==> config.mk <==
export PLATFORM = sky130hd
export DESIGN_NAME = ldpc_layer_sched
export DESIGN_NICKNAME = d
export VERILOG_FILES = /design/src/rtl/ldpc_layer_sched.sv
export SDC_FILE = /design/constraint.sdc
export NUM_CORES = 1
export LEC_CHECK = 0
export ABC_AREA = 1
export CAP_MARGIN = 10
export CORE_ASPECT_RATIO = 0.8
export CORE_UTILIZATION = 40
export DETAILED_ROUTE_END_ITERATION = 16
export GPL_ROUTABILITY_DRIVEN = 0
export PLACE_DENSITY = 0.68
export SLEW_MARGIN = 0
export SYNTH_ARGS = -nofsm -noshare
export SYNTH_HDL_FRONTEND = slang
export SYNTH_SLANG_ARGS = --single-unit
export TNS_END_PERCENT = 100
==> constraint.sdc <==
create_clock -name clk -period 10.53 [get_ports clk]
set_input_delay 1.053 -clock clk [delete_from_list [all_inputs] [get_ports clk]]
set_output_delay 1.053 -clock clk [all_outputs]
set_load 0.03 [all_outputs]
==> src/rtl/ldpc_layer_sched.sv <==
// Layer scheduler for the QC-LDPC decoder: latches the H-matrix circulant shifts and issues
// (row, col, shift) entries layer by layer, iterating until the syndrome passes or MAX_ITER.
module ldpc_layer_sched #(
  parameter int NUM_ROWS = 2,
  parameter int NUM_COLS = 18,
  parameter int SHIFT_W  = 9,
  parameter int MAX_ITER = 16,
  parameter int ROW_W    = 1,
  parameter int COL_W    = 5,
  parameter int ITER_W   = 5
) (
  input  logic                        clk,
  input  logic                        rst_n,
  input  logic                        start,
  input  logic                        abort,
  input  logic [NUM_COLS*SHIFT_W-1:0] h_row0,
  input  logic [NUM_COLS*SHIFT_W-1:0] h_row1,
  output logic                        iss_valid,
  input  logic                        iss_ready,
  output logic [ROW_W-1:0]            iss_row,
  output logic [COL_W-1:0]            iss_col,
  output logic [SHIFT_W-1:0]          iss_shift,
  output logic                        iss_first,
  output logic                        iss_last,
  input  logic                        chk_valid,
  input  logic                        chk_pass,
  output logic                        busy,
  output logic                        done,
  output logic                        success,
  output logic [ITER_W-1:0]           iter_cnt
);

  typedef enum logic [1:0] {IDLE, ISSUE, WAIT_CHK, DONE} state_t;

  state_t             state;
  logic [SHIFT_W-1:0] shift_mem [NUM_ROWS][NUM_COLS];
  logic               last_col;
  logic               last_row;
  logic               last_iter;
  logic               accept;

  assign last_col  = (iss_col == COL_W'(NUM_COLS - 1));
  assign last_row  = (iss_row == ROW_W'(NUM_ROWS - 1));
  assign last_iter = (iter_cnt == ITER_W'(MAX_ITER - 1));
  assign accept    = (state == IDLE) && start && !abort;

  // NOTE: the shift table has no reset; it is only observable through iss_shift, which is
  // forced to zero whenever iss_valid is low, so reset values of the table never leak out.
  always_ff @(posedge clk) begin
    if (accept) begin
      for (int c = 0; c < NUM_COLS; c++) begin
        shift_mem[0][c] <= h_row0[(NUM_COLS-c)*SHIFT_W-1 -: SHIFT_W];
        shift_mem[1][c] <= h_row1[(NUM_COLS-c)*SHIFT_W-1 -: SHIFT_W];
      end
    end
  end

  assign iss_shift = iss_valid ? shift_mem[iss_row][iss_col] : '0;
  assign iss_first = iss_valid && (iss_col == '0);
  assign iss_last  = iss_valid && last_col;
  assign busy      = (state != IDLE);

  always_ff @(posedge clk or negedge rst_n) begin
    if (!rst_n) begin
      state     <= IDLE;
      iss_valid <= 1'b0;
      iss_row   <= '0;
      iss_col   <= '0;
      iter_cnt  <= '0;
      success   <= 1'b0;
      done      <= 1'b0;
    end else if (abort && state != IDLE) begin
      // Abort outranks every other event; a decode already in DONE keeps its single pulse.
      state     <= IDLE;
      iss_valid <= 1'b0;
      iss_row   <= '0;
      iss_col   <= '0;
      success   <= 1'b0;
      done      <= (state != DONE);
    end else begin
      done <= 1'b0;
      case (state)
        IDLE: begin
          if (accept) begin
            iter_cnt  <= '0;
            success   <= 1'b0;
            iss_row   <= '0;
            iss_col   <= '0;
            iss_valid <= 1'b1;
            state     <= ISSUE;
          end
        end
        ISSUE: begin
          if (iss_ready) begin
            if (last_col) begin
              iss_col <= '0;
              if (last_row) begin
                iss_row   <= '0;
                iss_valid <= 1'b0;
                state     <= WAIT_CHK;
              end else begin
                iss_row <= iss_row + 1'b1;
              end
            end else begin
              iss_col <= iss_col + 1'b1;
            end
          end
        end
        WAIT_CHK: begin
          if (chk_valid) begin
            if (chk_pass || last_iter) begin
              success <= chk_pass;
              done    <= 1'b1;
              state   <= DONE;
            end else begin
              iter_cnt  <= iter_cnt + 1'b1;
              iss_valid <= 1'b1;
              state     <= ISSUE;
            end
          end
        end
        DONE:    state <= IDLE;
        default: state <= IDLE;
      endcase
    end
  end

endmodule
==> impl_metrics.tcl, run 1 <==
set metrics [dict create \
    status "finished clean" \
    startpoint "iss_row$_DFFE_PN0P_" \
    worstPathMaxFanout 83 \
    cts_tree "done" \
    fin_crit_sh 0.5126 \
    die_w_um 210.7 \
    synth_cell_type_count 28 \
    cts-buffers-inserted 36 \
    p_total_w 0.004356 \
    worst_slack_ns 5.132 \
    relSlewSlack 0.3148 \
    max_freq_mhz 185.3 \
    final_layout_size_suffix_gt1_frac 0.04657 \
    core_sq_um 33930 \
    synthAdderAreaFrac 0.008077 \
    syn_to_final_growth_pct 36.38 \
    drt-pass1-iter-count 5 \
    p_sw_w 0.001473 \
    cts.path.max_buffers 3 \
    clkTransAtPathRegs_ns 0.06 \
    drc 0 \
    setup_viol 0 \
    ctsRootBufferMaster "clkbuf_16" \
    whs_path_depth 2 \
    grt_pass1_vias 10261 \
    grt_pass1_wl_um 59930 \
    syn_area_per_cell_sq_um 11.83 \
    power.internal_w 0.002883 \
    grt_overflow_total 0 \
    synth_xor_area_frac 0 \
    syn_nets 1519 \
    yosysSeqAreaShare 0.7266 \
    die_area_sq_um 35610 \
    max_cap_viol_count 0 \
    synth-async-reset-ratio 0.04706 \
    synth_cells 1179 \
    synth_area_leaders "edfxtp_1 (70%), nand2_1 (8.2%), nand3_1 (5.1%)" \
    die_h_um 169.0 \
    synth_compound_area_frac 0.05932 \
    cts_resized 0 \
    cts_setup_buffers 0 \
    r2r-start "state[1]$_DFFE_PN0P_" \
    yosysMostFrequentCell "edfxtp_1" \
    avgRoutedWirePerCell_um 20.15 \
    netlist_area_sq_um 13940 \
    final-hold-violation-count 0 \
    dp_hpwl_um 27290 \
    power_density_nw_per_um2 229.1 \
    cp-start-kind "flop" \
    swShare 0.3382 \
    tns_ns 0 \
    r2r_cells 6 \
    synth_top_area_frac 0.6978 \
    clock_latency_ns 0.53 \
    p_comb_frac 0.301 \
    place_ws_ns 5.606 \
    cts.sinks 340 \
    synth-seq-cells 340 \
    finalClockSkew_ns 0.01296 \
    synth.area.mux_share 0 \
    crit_path_top_delay_cell "buf_4" \
    io_pins 357 \
    maxSlewViolCount 0 \
    critical_path.max_stage_delay_ns 0.78 \
    critPathKind "flop to output port" \
    routed_via_density 5.148 \
    drtIter0Drc 1089 \
    synth_edf_count 324 \
    ctsHoldBuffers 0 \
    critPathArrivalTime_ns 4.35 \
    postRouteAntennaNets 0 \
    antenna_found_initial 5 \
    row_count 60 \
    initial_core_util 0.4109 \
    port_buffers 356 \
    cp.buffers_inverters 3 \
    synth_top_family_by_area "simple AND/OR/NAND/NOR gates" \
    cp_common_cell "nand3_1" \
    synth_common_cells "edfxtp_1 (324), nand2_1 (305), nand3_1 (142), nor2_1 (128), o21ai_0 (89)" \
    synth_ff_type "edfxtp_1" \
    worstPathCellList "inv_6 > buf_4 > nand2_1 > nand3_1 > nand2_1 > nand2_1 > nand3_1 > nand3_1 > nand3_1 > a21oi_1 > clkdlybuf4s50_1" \
    peakVddDrop_mv 0.1422 \
    grt_max_degree 116 \
    power.share.clock 0.291 \
    min_path_type "flop to flop" \
    cpLargestDelayFamily "buffers and inverters" \
    postRouteWirelength_um 40580 \
    critical_path_required_ns 9.48 \
    vias 10368 \
    hp-start "success$_DFFE_PN0P_" \
    rsz0062_at_grt "false" \
    whs_endpoint "success$_DFFE_PN0P_" \
    pwr-share-seq 0.408 \
    h-tree-depth 2 \
    r2r_end "shift_mem[0][55]$_DFFE_PP_" \
    rrSetupSlack_ns 6.61 \
    p_leak_nw 6.867 \
    synth_top_area_cell "edfxtp_1" \
    synth_simple_gate_area_frac 0.1721 \
    nets 1858 \
    tightest_slew_ns 1.028 \
    cp-end-kind "output port" \
    yosysWarnings 0 \
    grt_usage 0.2260 \
    final.min_clock_period_ns 5.398 \
]
## sequential cells by signal (all words and copies together), names as in the netlist
signal     cells
iss_col        5
iss_valid      1
done           1
state          2
iter_cnt       5
iss_row        1
shift_mem    324
success        1
## cells by family (layout without fill, tap and decap cells)
group	after synthesis	in the layout
buffers and inverters	96	463
DFF	340	340
adders and majority gates	9	9
AOI/OAI and AO/OA	149	149
other	0	3
and+or+nand+nor	585	585
## final cells by class
| class | instances | area [sq um] |
|---|---|---|
| clock inverters | 20 | 202.7 |
| multi-input cells | 743 | 3339 |
| fillers | 2817 | 14920 |
| clock buffers | 46 | 969.7 |
| well taps | 465 | 581.8 |
| flip-flops and latches | 340 | 10140 |
| diodes | 3 | 7.507 |
| repair buffers | 368 | 3654 |
| inverters | 29 | 121.4 |
## worst register-to-register path, delay by kind of cell, from the launching register on
family	cells	cell delay, ns
AND/OR/NAND/NOR	1	0.23
flip-flops	1	0.42
buffers and inverters	4	2.60
adder cells (fa/ha/maj)	1	0.24
## metal layers
metal	vias to the layer above	global-route usage	wire, um
met2	461	0.3706	19090
met5	-	0	26
li1	4849	-	-
met4	4	0.06427	866
met3	71	0.05158	3189
met1	4983	0.3013	17400
## power groups by stage
| stage | logic (W) | clock network (W) | registers, W |
|---|---|---|---|
| finish | 0.00131 | 0.00127 | 0.00178 |
| floorplan | 0.000826 | 0 | 0.00182 |
| global route | 0.00145 | 0.00134 | 0.00179 |
| CTS | 0.00133 | 0.00129 | 0.00178 |
| global placement | 0.00131 | 0 | 0.00180 |
| detailed placement | 0.00132 | 0 | 0.00181 |
## per-stage QoR
step | hold slack (ns) | std cells | util | cell area [sq um]
finish | 0.5017 | 2014 | 0.5604 | 19010
global route | 0.5401 | 2012 | 0.5602 | 19010
CTS | 0.5035 | 2011 | 0.5601 | 19010
detailed placement | 0.4882 | 1945 | 0.5256 | 17830
global placement | 0.4707 | 1945 | 0.5256 | 17830
floorplan | 0.5225 | 1179 | - | 13940
## cell usage in the layout (no fill, tap or decap), types with 4 or more instances in the layout
master             n
a21oi_1           20
clkbuf_16         37
inv_1             25
bufinv_16          4
o211ai_1          23
nand2_1          305
nor2_1           128
ha_1               9
dfrtp_1           13
edfxtp_1         324
nand3_1          142
clkinv_2           6
nor3_1             4
buf_4             12
clkinv_1           7
o22ai_1           11
clkbuf_1           8
o21ai_0           89
clkdlybuf4s50_1  356
## worst max-delay path by stage
stage	cells past startpoint	end	slack (ns)
after global placement	13	iss_shift[7]	5.60
final	11	iss_shift[5]	5.13
after detailed placement	13	iss_shift[7]	5.61
after floorplan	3	shift_mem[0][0]$_DFFE_PP_	2.33
after global routing	11	iss_shift[7]	4.78
after CTS	13	iss_shift[7]	5.02
(Power assumes the default switching activity.)
==> run 2, diff against run 1 <==
--- a/config.mk
+++ b/config.mk
@@ -11,7 +11,7 @@
 export CORE_UTILIZATION = 40
 export DETAILED_ROUTE_END_ITERATION = 16
 export GPL_ROUTABILITY_DRIVEN = 0
-export PLACE_DENSITY = 0.68
+export PLACE_DENSITY = 0.71
 export SLEW_MARGIN = 0
 export SYNTH_ARGS = -nofsm -noshare
 export SYNTH_HDL_FRONTEND = slang
==> constraint.sdc (replaced) <==
create_clock -name clk -period 4.7 [get_ports clk]
set_input_delay 0.47 -clock clk [delete_from_list [all_inputs] [get_ports clk]]
set_output_delay 0.47 -clock clk [all_outputs]
set_load 0.03 [all_outputs]
==> impl_metrics.tcl, run 2 (synthesized netlist as in run 1, its figures left out) <==
set metrics [dict create \
    initial_core_util 0.4109 \
    dp_hpwl_um 27680 \
    utilization 0.5619 \
    power.internal_w 0.006371 \
    drc 0 \
    grt_overflow_total 0 \
    grt_pass1_vias 10151 \
    cts-buffers-inserted 35 \
    cp-end-kind "output port" \
    critical_path_required_ns 4.23 \
    fin_crit_sh 0.8713 \
    die_w_um 210.7 \
    pwr-share-seq 0.408 \
    row_count 60 \
    ctsHoldBuffers 0 \
    nets 1867 \
    critical_path.max_stage_delay_ns 0.67 \
    ctsRootBufferMaster "clkbuf_16" \
    peakVddDrop_mv 0.2931 \
    largest_reg_flops 324 \
    p_comb_frac 0.315 \
    h-tree-depth 2 \
    r2r-start "iss_col[1]$_DFFE_PN0P_" \
    clkTransAtPathRegs_ns 0.06 \
    cp-start-kind "flop" \
    drtIter0Drc 981 \
    port_buffers 356 \
    place_ws_ns 1.132 \
    power_density_nw_per_um2 506.4 \
    setup_viol 0 \
    crit_path_top_delay_cell "clkdlybuf4s50_1" \
    swShare 0.3401 \
    place_area_sq_um 17990 \
    core_sq_um 33930 \
    io_pins 357 \
    routed_via_density 5.071 \
    power.share.clock 0.277 \
    finalClockSkew_ns 0.01623 \
    top_register "shift_mem" \
    maxSlewViolCount 0 \
    cts_resized 0 \
    cts_setup_buffers 0 \
    syn_to_final_growth_pct 36.76 \
    status "finished clean" \
    mostFrequentLayoutCells "clkdlybuf4s50_1 (356), edfxtp_1 (324), nand2_1 (305)" \
    final-hold-violation-count 0 \
    final_layout_size_suffix_gt1_frac 0.05222 \
    antenna_found_initial 2 \
    grt_max_degree 109 \
    rsz0062_at_grt "false" \
    worstPathCellList "inv_6 > buf_12 > buf_4 > nor2_1 > nor2_1 > o21ai_1 > o211ai_1 > nand3_1 > nand3_1 > nand2_1 > nand2_1 > clkdlybuf4s50_1" \
    worst_slack_ns 0.6047 \
    grt_pass1_wl_um 59550 \
    relSlewSlack 0.4342 \
    r2r_cells 10 \
    max_cap_viol_count 0 \
    max_freq_mhz 244.2 \
    vias 10229 \
    drt-pass1-iter-count 6 \
    final.min_clock_period_ns 4.095 \
    cts.sinks 340 \
    startpoint "iss_row$_DFFE_PN0P_" \
    top_regs "shift_mem: 324 flops, iss_col: 5 flops, iter_cnt: 5 flops" \
    critPathKind "flop to output port" \
    avgRoutedWirePerCell_um 20.01 \
    r2r_end "iss_col[3]$_DFFE_PN0P_" \
    worstPathMaxFanout 64 \
    p_leak_nw 6.867 \
    grt_usage 0.2238 \
    critPathArrivalTime_ns 3.63 \
    cts.path.max_buffers 3 \
    min_path_type "input pin to async pin" \
    holdWs_ns 0.4280 \
    rrSetupSlack_ns 2.09 \
    cts_tree "done" \
    tightest_slew_ns 0.8469 \
    die_area_sq_um 35610 \
    fin_area_sq_um 19070 \
    die_h_um 169.0 \
    clock_latency_ns 0.52 \
    p_sw_w 0.003284 \
    tns_ns 0 \
    postRouteWirelength_um 40360 \
    postRouteAntennaNets 0 \
    endpoint "iss_shift[7]" \
    final_common_cell "clkdlybuf4s50_1" \
]
run 2: cell count changes in the layout (fill, tap and decap cells not counted), sizes merged:
| cell | previous run | this run |
|---|---|---|
| inv | 31 | 29 |
| clkinv | 14 | 10 |
| bufinv | 4 | 3 |
| clkinvlp | 0 | 3 |
| clkbuf | 46 | 45 |
| diode | 3 | 1 |
| buf | 12 | 22 |
run 2: metal layers:
layer  vias to the layer above  part of all wire  global-route usage
met5                         -           0.00074                   0
met4                         4             0.018             0.05293
met3                        53             0.082             0.04898
met2                       443              0.47              0.3668
met1                      4878              0.43              0.3040
li1                       4851                 -                   -
run 2: how the worst min path moves through the flow:
stage | startpoint | endpoint | slack, ns
final | rst_n | done$_DFF_PN0_ | 0.43
after global routing | rst_n | iter_cnt[4]$_DFFE_PN0P_ | 0.47
after CTS | rst_n | iter_cnt[4]$_DFFE_PN0P_ | 0.43
after detailed placement | success$_DFFE_PN0P_ | success$_DFFE_PN0P_ | 0.48
after global placement | success$_DFFE_PN0P_ | success$_DFFE_PN0P_ | 0.48
after floorplan | rst_n | done$_DFF_PN0_ | 0.17
run 2: cell type report:
type	instances	area, sq um
Sequential cell	340	10140
Clock buffer	45	913.4
Antenna cell	1	2.502
Multi-Input combinational cell	743	3364
Clock inverter	16	157.7
Timing Repair Buffer	378	3791
Fill cell	2819	14870
Inverter	29	117.6
Tap cell	465	581.8
run 2: worst max-delay path: cells and delay by family, from the launching register on:
| kind | cells | cell delay, ns |
|---|---|---|
| simple gates | 6 | 0.52 |
| compound gates | 2 | 0.20 |
| buf+inv | 4 | 1.67 |
| flops | 1 | 0.65 |
run 2: power by group through the flow:
stage | Clock (W) | Combinational, W | Sequential (W)
final | 0.00267 | 0.00304 | 0.00394
after detailed placement | 0 | 0.00306 | 0.00400
after global placement | 0 | 0.00302 | 0.00400
after floorplan | 0 | 0.00187 | 0.00405
after CTS | 0.00272 | 0.00307 | 0.00395
after global routing | 0.00283 | 0.00337 | 0.00398
run 2: stage by stage:
stage                     total power, W  instances
after floorplan                 0.005914       1179
after detailed placement        0.007061       1955
final                           0.009655       2017
after CTS                       0.009738       2016
after global placement          0.007011       1955
after global routing             0.01018       2016
